File: config.mk
export PLATFORM = sky130hd
export DESIGN_NAME = mygo_chan_send_arb
export DESIGN_NICKNAME = d
export VERILOG_FILES = /design/src/rtl/mygo_chan_send_arb.sv
export SDC_FILE = /design/constraint.sdc
export NUM_CORES = 1
export LEC_CHECK = 0
export ABC_AREA = 1
export CORE_ASPECT_RATIO = 0.8
export CORE_MARGIN = 2
export CORE_UTILIZATION = 35
export DETAILED_ROUTE_END_ITERATION = 10
export GPL_TIMING_DRIVEN = 0
export HOLD_SLACK_MARGIN = 0.03
export PLACE_DENSITY = 0.82
export RECOVER_POWER = 25
export SKIP_CTS_REPAIR_TIMING = 1
export SLEW_MARGIN = 10
export SYNTH_ARGS = -nofsm -noshare
export SYNTH_HDL_FRONTEND = slang
export SYNTH_SLANG_ARGS = --single-unit
File: constraint.sdc
create_clock -name clk -period 2.8 [get_ports clk]
set_input_delay 0.28 -clock clk [delete_from_list [all_inputs] [get_ports clk]]
set_output_delay 0.28 -clock clk [all_outputs]
set_load 0.005 [all_outputs]
File: src/rtl/mygo_chan_send_arb.sv
// Round-robin arbiter that merges NUM_SENDERS producer handshakes onto one
// channel FIFO write port through a one-entry registered output stage.
module mygo_chan_send_arb #(
  parameter int NUM_SENDERS = 4,
  parameter int WIDTH       = 32,
  parameter int SEL_BITS    = (NUM_SENDERS <= 1) ? 1 : $clog2(NUM_SENDERS)
) (
  input  logic                         clk,
  input  logic                         rst,
  input  logic [NUM_SENDERS*WIDTH-1:0] req_data,
  input  logic [NUM_SENDERS-1:0]       req_valid,
  output logic [NUM_SENDERS-1:0]       req_ready,
  output logic [WIDTH-1:0]             out_data,
  output logic                         out_valid,
  input  logic                         out_ready,
  output logic [SEL_BITS-1:0]          out_src,
  output logic [SEL_BITS-1:0]          rr_ptr
);

  logic                out_valid_q, out_valid_d;
  logic [WIDTH-1:0]    out_data_q, out_data_d;
  logic [SEL_BITS-1:0] out_src_q, out_src_d;
  logic [SEL_BITS-1:0] rr_ptr_q, rr_ptr_d;

  logic                slot_free;
  logic                any_req;
  logic                xfer;
  logic                hi_found, lo_found;
  logic [SEL_BITS-1:0] hi_idx, lo_idx;
  logic [SEL_BITS-1:0] win_idx;
  logic [SEL_BITS-1:0] ptr_next;
  logic [WIDTH-1:0]    win_data;

  assign slot_free = !out_valid_q || out_ready;

  // Scanning downward leaves the lowest valid index at or above rr_ptr in
  // hi_idx and the lowest below it in lo_idx; hi wins, lo covers the wrap.
  always_comb begin
    hi_found = 1'b0;
    lo_found = 1'b0;
    hi_idx   = '0;
    lo_idx   = '0;
    for (int i = NUM_SENDERS - 1; i >= 0; i--) begin
      if (req_valid[i]) begin
        if (SEL_BITS'(i) >= rr_ptr_q) begin
          hi_found = 1'b1;
          hi_idx   = SEL_BITS'(i);
        end else begin
          lo_found = 1'b1;
          lo_idx   = SEL_BITS'(i);
        end
      end
    end
  end

  assign any_req = hi_found || lo_found;
  assign win_idx = hi_found ? hi_idx : lo_idx;
  assign xfer    = any_req && slot_free && !rst;

  always_comb begin
    win_data = '0;
    for (int i = 0; i < NUM_SENDERS; i++) begin
      if (win_idx == SEL_BITS'(i)) begin
        win_data = req_data[i*WIDTH +: WIDTH];
      end
    end
  end

  // Wrap at NUM_SENDERS so non-power-of-two counts never reach unused indices.
  always_comb begin
    if (win_idx == SEL_BITS'(NUM_SENDERS - 1)) begin
      ptr_next = '0;
    end else begin
      ptr_next = win_idx + SEL_BITS'(1);
    end
  end

  always_comb begin
    req_ready = '0;
    for (int i = 0; i < NUM_SENDERS; i++) begin
      if (xfer && (win_idx == SEL_BITS'(i))) begin
        req_ready[i] = 1'b1;
      end
    end
  end

  always_comb begin
    out_valid_d = out_valid_q;
    out_data_d  = out_data_q;
    out_src_d   = out_src_q;
    rr_ptr_d    = rr_ptr_q;
    if (xfer) begin
      out_valid_d = 1'b1;
      out_data_d  = win_data;
      out_src_d   = win_idx;
      rr_ptr_d    = ptr_next;
    end else if (out_ready) begin
      out_valid_d = 1'b0;
    end
  end

  always_ff @(posedge clk) begin
    if (rst) begin
      out_valid_q <= 1'b0;
      out_data_q  <= '0;
      out_src_q   <= '0;
      rr_ptr_q    <= '0;
    end else begin
      out_valid_q <= out_valid_d;
      out_data_q  <= out_data_d;
      out_src_q   <= out_src_d;
      rr_ptr_q    <= rr_ptr_d;
    end
  end

  assign out_valid = out_valid_q;
  assign out_data  = out_data_q;
  assign out_src   = out_src_q;
  assign rr_ptr    = rr_ptr_q;

endmodule
## After elaboration in Yosys (flattened, before gate mapping)

Index checks and enable logic that the tools add are counted.

- Register bits after elaboration: 37
- Output and inout bits: 41
- Logic and storage cells: 68

- $add $sub $neg: 1
- Order comparisons: 4
- Equality and inequality tests: 3
- Mux-type cells: 44
- Reductions and logical operators: 12

Operators by type and width:

| kind | number |
|---|---|
| 32-bit 2-to-1 mux | 4 |
| 2-bit 2-to-1 mux | 18 |
| 1-bit 2-to-1 mux | 22 |
| 1-bit logical AND | 6 |
| 2-bit equality test (second input constant) | 2 |
| 1-bit by 2-bit greater-or-equal comparator with 1-bit output (first input constant) | 2 |
| 2-bit greater-or-equal comparator (first input constant) | 2 |
| 2-bit by 1-bit adder with 2-bit output (second input constant) | 1 |
| 2-bit by 1-bit equality test with 1-bit output (second input constant) | 1 |
| 1-bit zero test | 2 |
| 2-bit zero test | 1 |
| 1-bit logical OR | 2 |
| 2-bit nonzero test | 1 |

## Depth between registers and ports, before layout

Gate-level depths: netlist of run 1.

- Word-level depth: 15
- Depth in mapped cells: 17
- Mapped depth without buffers: 15

## Worst setup path before layout of run 1

No wires, ideal clock.

- Kind: register to register
- Start point: register rr_ptr_q[1], in the netlist rr_ptr[1]
- End point: register out_data_q[17], in the netlist out_data[17]
- Library setup time: 0.059 ns
- Arrival: 2.223 ns
- Required time: 2.741 ns
- Slack: 0.518 ns
- Cell stages (with the launch flop): 18
- Buffers on the path: 2
- Clock period less this slack: 2.282 ns
- Cell sequence: dfxtp_1 > nand2_2 > nand2_2 > o211ai_1 > a21oi_2 > nand2_1 > nand2_1 > inv_1 > ha_1 > clkbuf_1 > nor2_1 > buf_2 > nand2_1 > nand2_1 > o21ai_0 > o21ai_0 > nand2_1 > nand2_1

- Word-level cells in the longest chain between the ends: 15
- Elaborated cells between the ends (all ways): 48
- Those cells by class: order compare: 4; eq/ne: 3; mux: 37; reduce/logical: 4

Ends and longest elaborated chain:

| item | line | source |
|---|---|---|
| from (decl) | 23 | `logic [SEL_BITS-1:0] rr_ptr_q, rr_ptr_d;` |
| from (signal assigned) | 112 | `rr_ptr_q <= rr_ptr_d;` |
| 2-bit greater-or-equal comparator | 45 | `if (SEL_BITS'(i) >= rr_ptr_q) begin` |
| 2-bit 2-to-1 mux / 1-bit 2-to-1 mux (equally long branches) | 45 |  |
| 2-bit 2-to-1 mux / 1-bit 2-to-1 mux (equally long branches) | 44 | `if (req_valid[i]) begin` |
| 2-bit 2-to-1 mux / 1-bit 2-to-1 mux (equally long branches) | 45 |  |
| 2-bit 2-to-1 mux / 1-bit 2-to-1 mux (equally long branches) | 44 |  |
| 2-bit 2-to-1 mux / 1-bit 2-to-1 mux (equally long branches) | 45 |  |
| 2-bit 2-to-1 mux / 1-bit 2-to-1 mux (equally long branches) | 44 |  |
| 2-bit 2-to-1 mux / 1-bit 2-to-1 mux (equally long branches) | 45 |  |
| 2-bit 2-to-1 mux / 1-bit 2-to-1 mux (equally long branches) | 44 |  |
| 2-bit 2-to-1 mux * | 57 | `assign win_idx = hi_found ? hi_idx : lo_idx;` |
| named net win_idx[0] | 30 | `logic [SEL_BITS-1:0] win_idx;` |
| 2-bit zero test | 63 | `if (win_idx == SEL_BITS'(i)) begin` |
| 32-bit 2-to-1 mux (3 in a row) | 63 |  |
| 32-bit 2-to-1 mux * | 63 |  |
| to (signal assigned) | 110 | `out_data_q <= out_data_d;` |
| to (decl) | 21 | `logic [WIDTH-1:0] out_data_q, out_data_d;` |

The timed path passes the listed nets; every way through them passes the cells marked *.
A chain may end at the register's enable or synchronous reset.

## Worst setup path in the final report of run 1

- Start point: input req_valid[1]
- End point: output req_ready[1]

- Elaborated cells between the ends (all ways): 19
- Those cells by class: eq/ne: 1; mux: 14; reduce/logical: 4

RTL lines:

| item | line | source |
|---|---|---|
| from (decl) | 11 | `input logic [NUM_SENDERS-1:0] req_valid,` |
| 2-bit 2-to-1 mux / 1-bit 2-to-1 mux (equally long branches) | 44 |  |
| 2-bit 2-to-1 mux / 1-bit 2-to-1 mux (equally long branches) | 45 |  |
| 2-bit 2-to-1 mux / 1-bit 2-to-1 mux (equally long branches) | 44 |  |
| 2-bit 2-to-1 mux * | 57 |  |
| named net win_idx[0] | 30 |  |
| 2-bit by 1-bit equality test with 1-bit output * | 81 | `if (xfer && (win_idx == SEL_BITS'(i))) begin` |
| 1-bit logical AND * | 81 |  |
| 1-bit 2-to-1 mux * | 81 |  |
| to (decl) | 12 | `output logic [NUM_SENDERS-1:0] req_ready,` |

Marked as above.

==> results.tsv, run 1 <==
metric	value	unit
path_buf_inv	6	
intPower	1.69	mW
p_total	2.64	mW
cts_inserted_buffers	5	
routedWlPerCell	14.5	um
reg2reg_depth	17	
yosysTopAreaCell	dfxtp_1	
leakage	2.01	nW
cp_data_arrival_time	2430	ps
worst_skew_pair.late_latency	300	ps
sw_frac_of_total	36.0	%
reg2reg_to	out_data[26]	
io_pins	176	
core_area	6820	um^2
synthMuxAreaShare	0	%
num-fill-cells	602	
synth_compound_area_share	22.1	%
synth_area_per_cell	5.82	um^2
critPathMaxStageDelay	510	ps
setup_viol	0	
power_frac_seq	27.6	%
first_pass_iters	5	
r2r_slack	250	ps
yosysWarnings	0	
clock-skew-final	11.3	ps
path_cells	clkdlybuf4s50_1 -> inv_2 -> o211ai_1 -> a21oi_2 -> nand2_1 -> nand2_2 -> inv_2 -> ha_4 -> buf_6 -> inv_1 -> nor2_1 -> clkdlybuf4s50_1	
clock-sinks	37	
clkTransAtPathRegs	80	ps
layout_min_cycle_time	2710	ps
drc	0	
max_cap_viol_count	0	
synthTopCellsByArea	dfxtp_1 (30%), nand2_1 (27%), o21ai_0 (13%), a21oi_1 (7.2%), nand3_1 (6.8%)	
synth-edff-count	0	
viasPerCell	5.02	
cts.htree.levels	2	
worstSetupStartpointType	input pin	
yosysMostFrequentCell	nand2_1	
synth_area	2430	um^2
dp_hpwl	7740	um
synth_xor_area_share	0	%
whs_endpoint	out_data[19]	
rr_startpoint	rr_ptr[0]	
finalHoldViolations	0	
seq_area	748	um^2
dieHeight	78.6	um
hp-class	reg -> reg	
synth_top_family_by_area	simple AND/OR/NAND/NOR gates	
clkPwrFrac	21.6	%
wl	10000	um
p_switching	0.950	mW
fin_ws	88.5	ps
grt_pass1_vias	3328	
clockRootBuffer	clkbuf_8	
fp-row-count	27	
die_w	97.3	um
post-route-period-util	96.8	%
hold_start	out_data[19]	
yosysTopAreaCellShare	30.4	%
ys_ff_latch	37	
ys.flop_type	dfxtp_1	
pwr_density_cell	580	nW/um^2
multi_input_area	1540	um^2
die_area	7640	um^2
grt_max_degree	14	
postRouteAntennaNets	0	
antenna_found_initial	0	
numPortBuffers	175	
synthAdderAreaFrac	2.06	%
synthesis.nets	557	
num_vias	3468	
layout.nets	742	
start_util	35.7	%
grt_overflow	0	
ir_drop	0.352	mV
maxSlewViolCount	0	
path_class	in -> out	
synthDistinctLibCells	20	
fmax	369	MHz
cp.depth	12	
hold_ws	462	ps
worst-path-max-fanout	10	
tightest_slew	505	ps
path_delay_family	buffers and inverters	
end_kind	output pin	
clockBufferDepth	2	
async_flop_share	0	%
cp.required	2520	ps
grt_pass1_wl	15400	um
syn2layout_area_growth	86.9	%
drt_iter0_drc	129	
finalWeightedCongestion	0.820	
crit_slowest_cell	clkdlybuf4s50_1	
grt_usage	24.8	%
ys_seq_area_share	30.4	%
slew_headroom	66.4	%
p_comb_share	50.7	%
outcome	finished clean	
fin_setup_tns	0	ps
synth-simple-area-share	36.7	%
n_antenna_cell	0	
post-place-ws	-643	ps
drive_above_1_share	7.62	%
synthTopCellsByCount	nand2_1 (177), o21ai_0 (63), dfxtp_1 (37), a21oi_1 (35), nand3_1 (33)	
postSynthCellCount	418	
cts_tree	built	
worstHoldPathCells	2	
worst register-to-register path, stage by stage, from the launching register on:
cell and delay, ps:
dfxtp_4 380, nand2_2 70, nand2_2 80, o211ai_1 110, a21oi_2 200, nand2_1 90, nand2_2 140, buf_4 130
ha_1 130, inv_1 50, nor2_2 230, buf_2 290, nand2_1 80, nand2_1 80, o21ai_0 70, o21ai_0 210
nand2_1 80, nand2_1 70
layer usage:
metal  wire [um]  global-route usage (%)
met5           0                       0
met4         245                    8.19
met3         715                    6.50
met2        4670                    42.0
met1        4410                    30.9
sequential cells by signal (all words and copies together), names as in the netlist:
register and cells:
out_src 2, rr_ptr 2, out_valid 1, out_data 32
worst max path at each step:
stage                      start           end  slack (ps)
finish              req_valid[1]  req_ready[1]          90
global route        req_valid[1]  out_data[14]         -20
CTS                    rr_ptr[1]  req_ready[3]        -680
detailed placement  req_valid[1]  req_ready[3]        -640
global placement    req_valid[1]  req_ready[3]        -540
floorplan              rr_ptr[1]  out_data[17]         520
cells by family (layout without fill, tap and decap cells):
kind of cell / Yosys count / in the layout
flops: 37 / 37
buf+inv: 47 / 233
fa+ha+maj: 4 / 4
compound gates: 105 / 105
simple gates: 225 / 225
stage by stage:
stage | area, um^2 | cells | utilization [%]
final | 4550 | 691 | 66.7
after global routing | 4550 | 691 | 66.7
after CTS | 4430 | 688 | 65.0
after detailed placement | 4300 | 680 | 62.9
after global placement | 4300 | 680 | 62.9
after floorplan | 2430 | 418 | -
placed cells by master (no fill, tap or decap), drive strengths merged:
master,Yosys,final
nand3,33,33
a21oi,37,37
dlygate4sd3,0,19
bufinv,0,2
ha,4,4
o21a,1,1
nand2,180,180
clkdlybuf4s50,0,155
inv,15,16
nor3,1,1
clkinv,1,1
dfxtp,37,37
nor2,11,11
dlymetal6s2s,0,1
o21ai,66,66
clkbuf,18,17
o211ai,1,1
buf,13,22
final cells by class:
| class | instances | area share, % |
|---|---|---|
| buffer | 27 | 3.24 |
| clock buffer | 5 | 1.51 |
| clock inverter | 3 | 1.51 |
| inverter | 16 | 1.32 |
| multi-input combinational | 334 | 33.9 |
| sequential | 37 | 16.4 |
| tap | 87 | 2.39 |
| timing repair buffer | 182 | 39.7 |
power by group through the flow:
stage	clock (mW)	sequential [mW]	combinational, mW
final	0.571	0.730	1.34
after global routing	0.606	0.748	1.49
after CTS	0.573	0.731	1.28
after detailed placement	0	0.742	1.27
after global placement	0	0.736	1.25
after floorplan	0	0.744	0.611
Note: power is estimated with default switching activity, not from simulation.
==> run 2, diff against run 1 <==
--- a/config.mk
+++ b/config.mk
@@ -15,7 +15,7 @@
 export PLACE_DENSITY = 0.82
 export RECOVER_POWER = 25
 export SKIP_CTS_REPAIR_TIMING = 1
-export SLEW_MARGIN = 10
+export SLEW_MARGIN = 20
 export SYNTH_ARGS = -nofsm -noshare
 export SYNTH_HDL_FRONTEND = slang
 export SYNTH_SLANG_ARGS = --single-unit
==> results of run 2 <==
No change in the layout: final DEF, timing and power equal those of run 1.
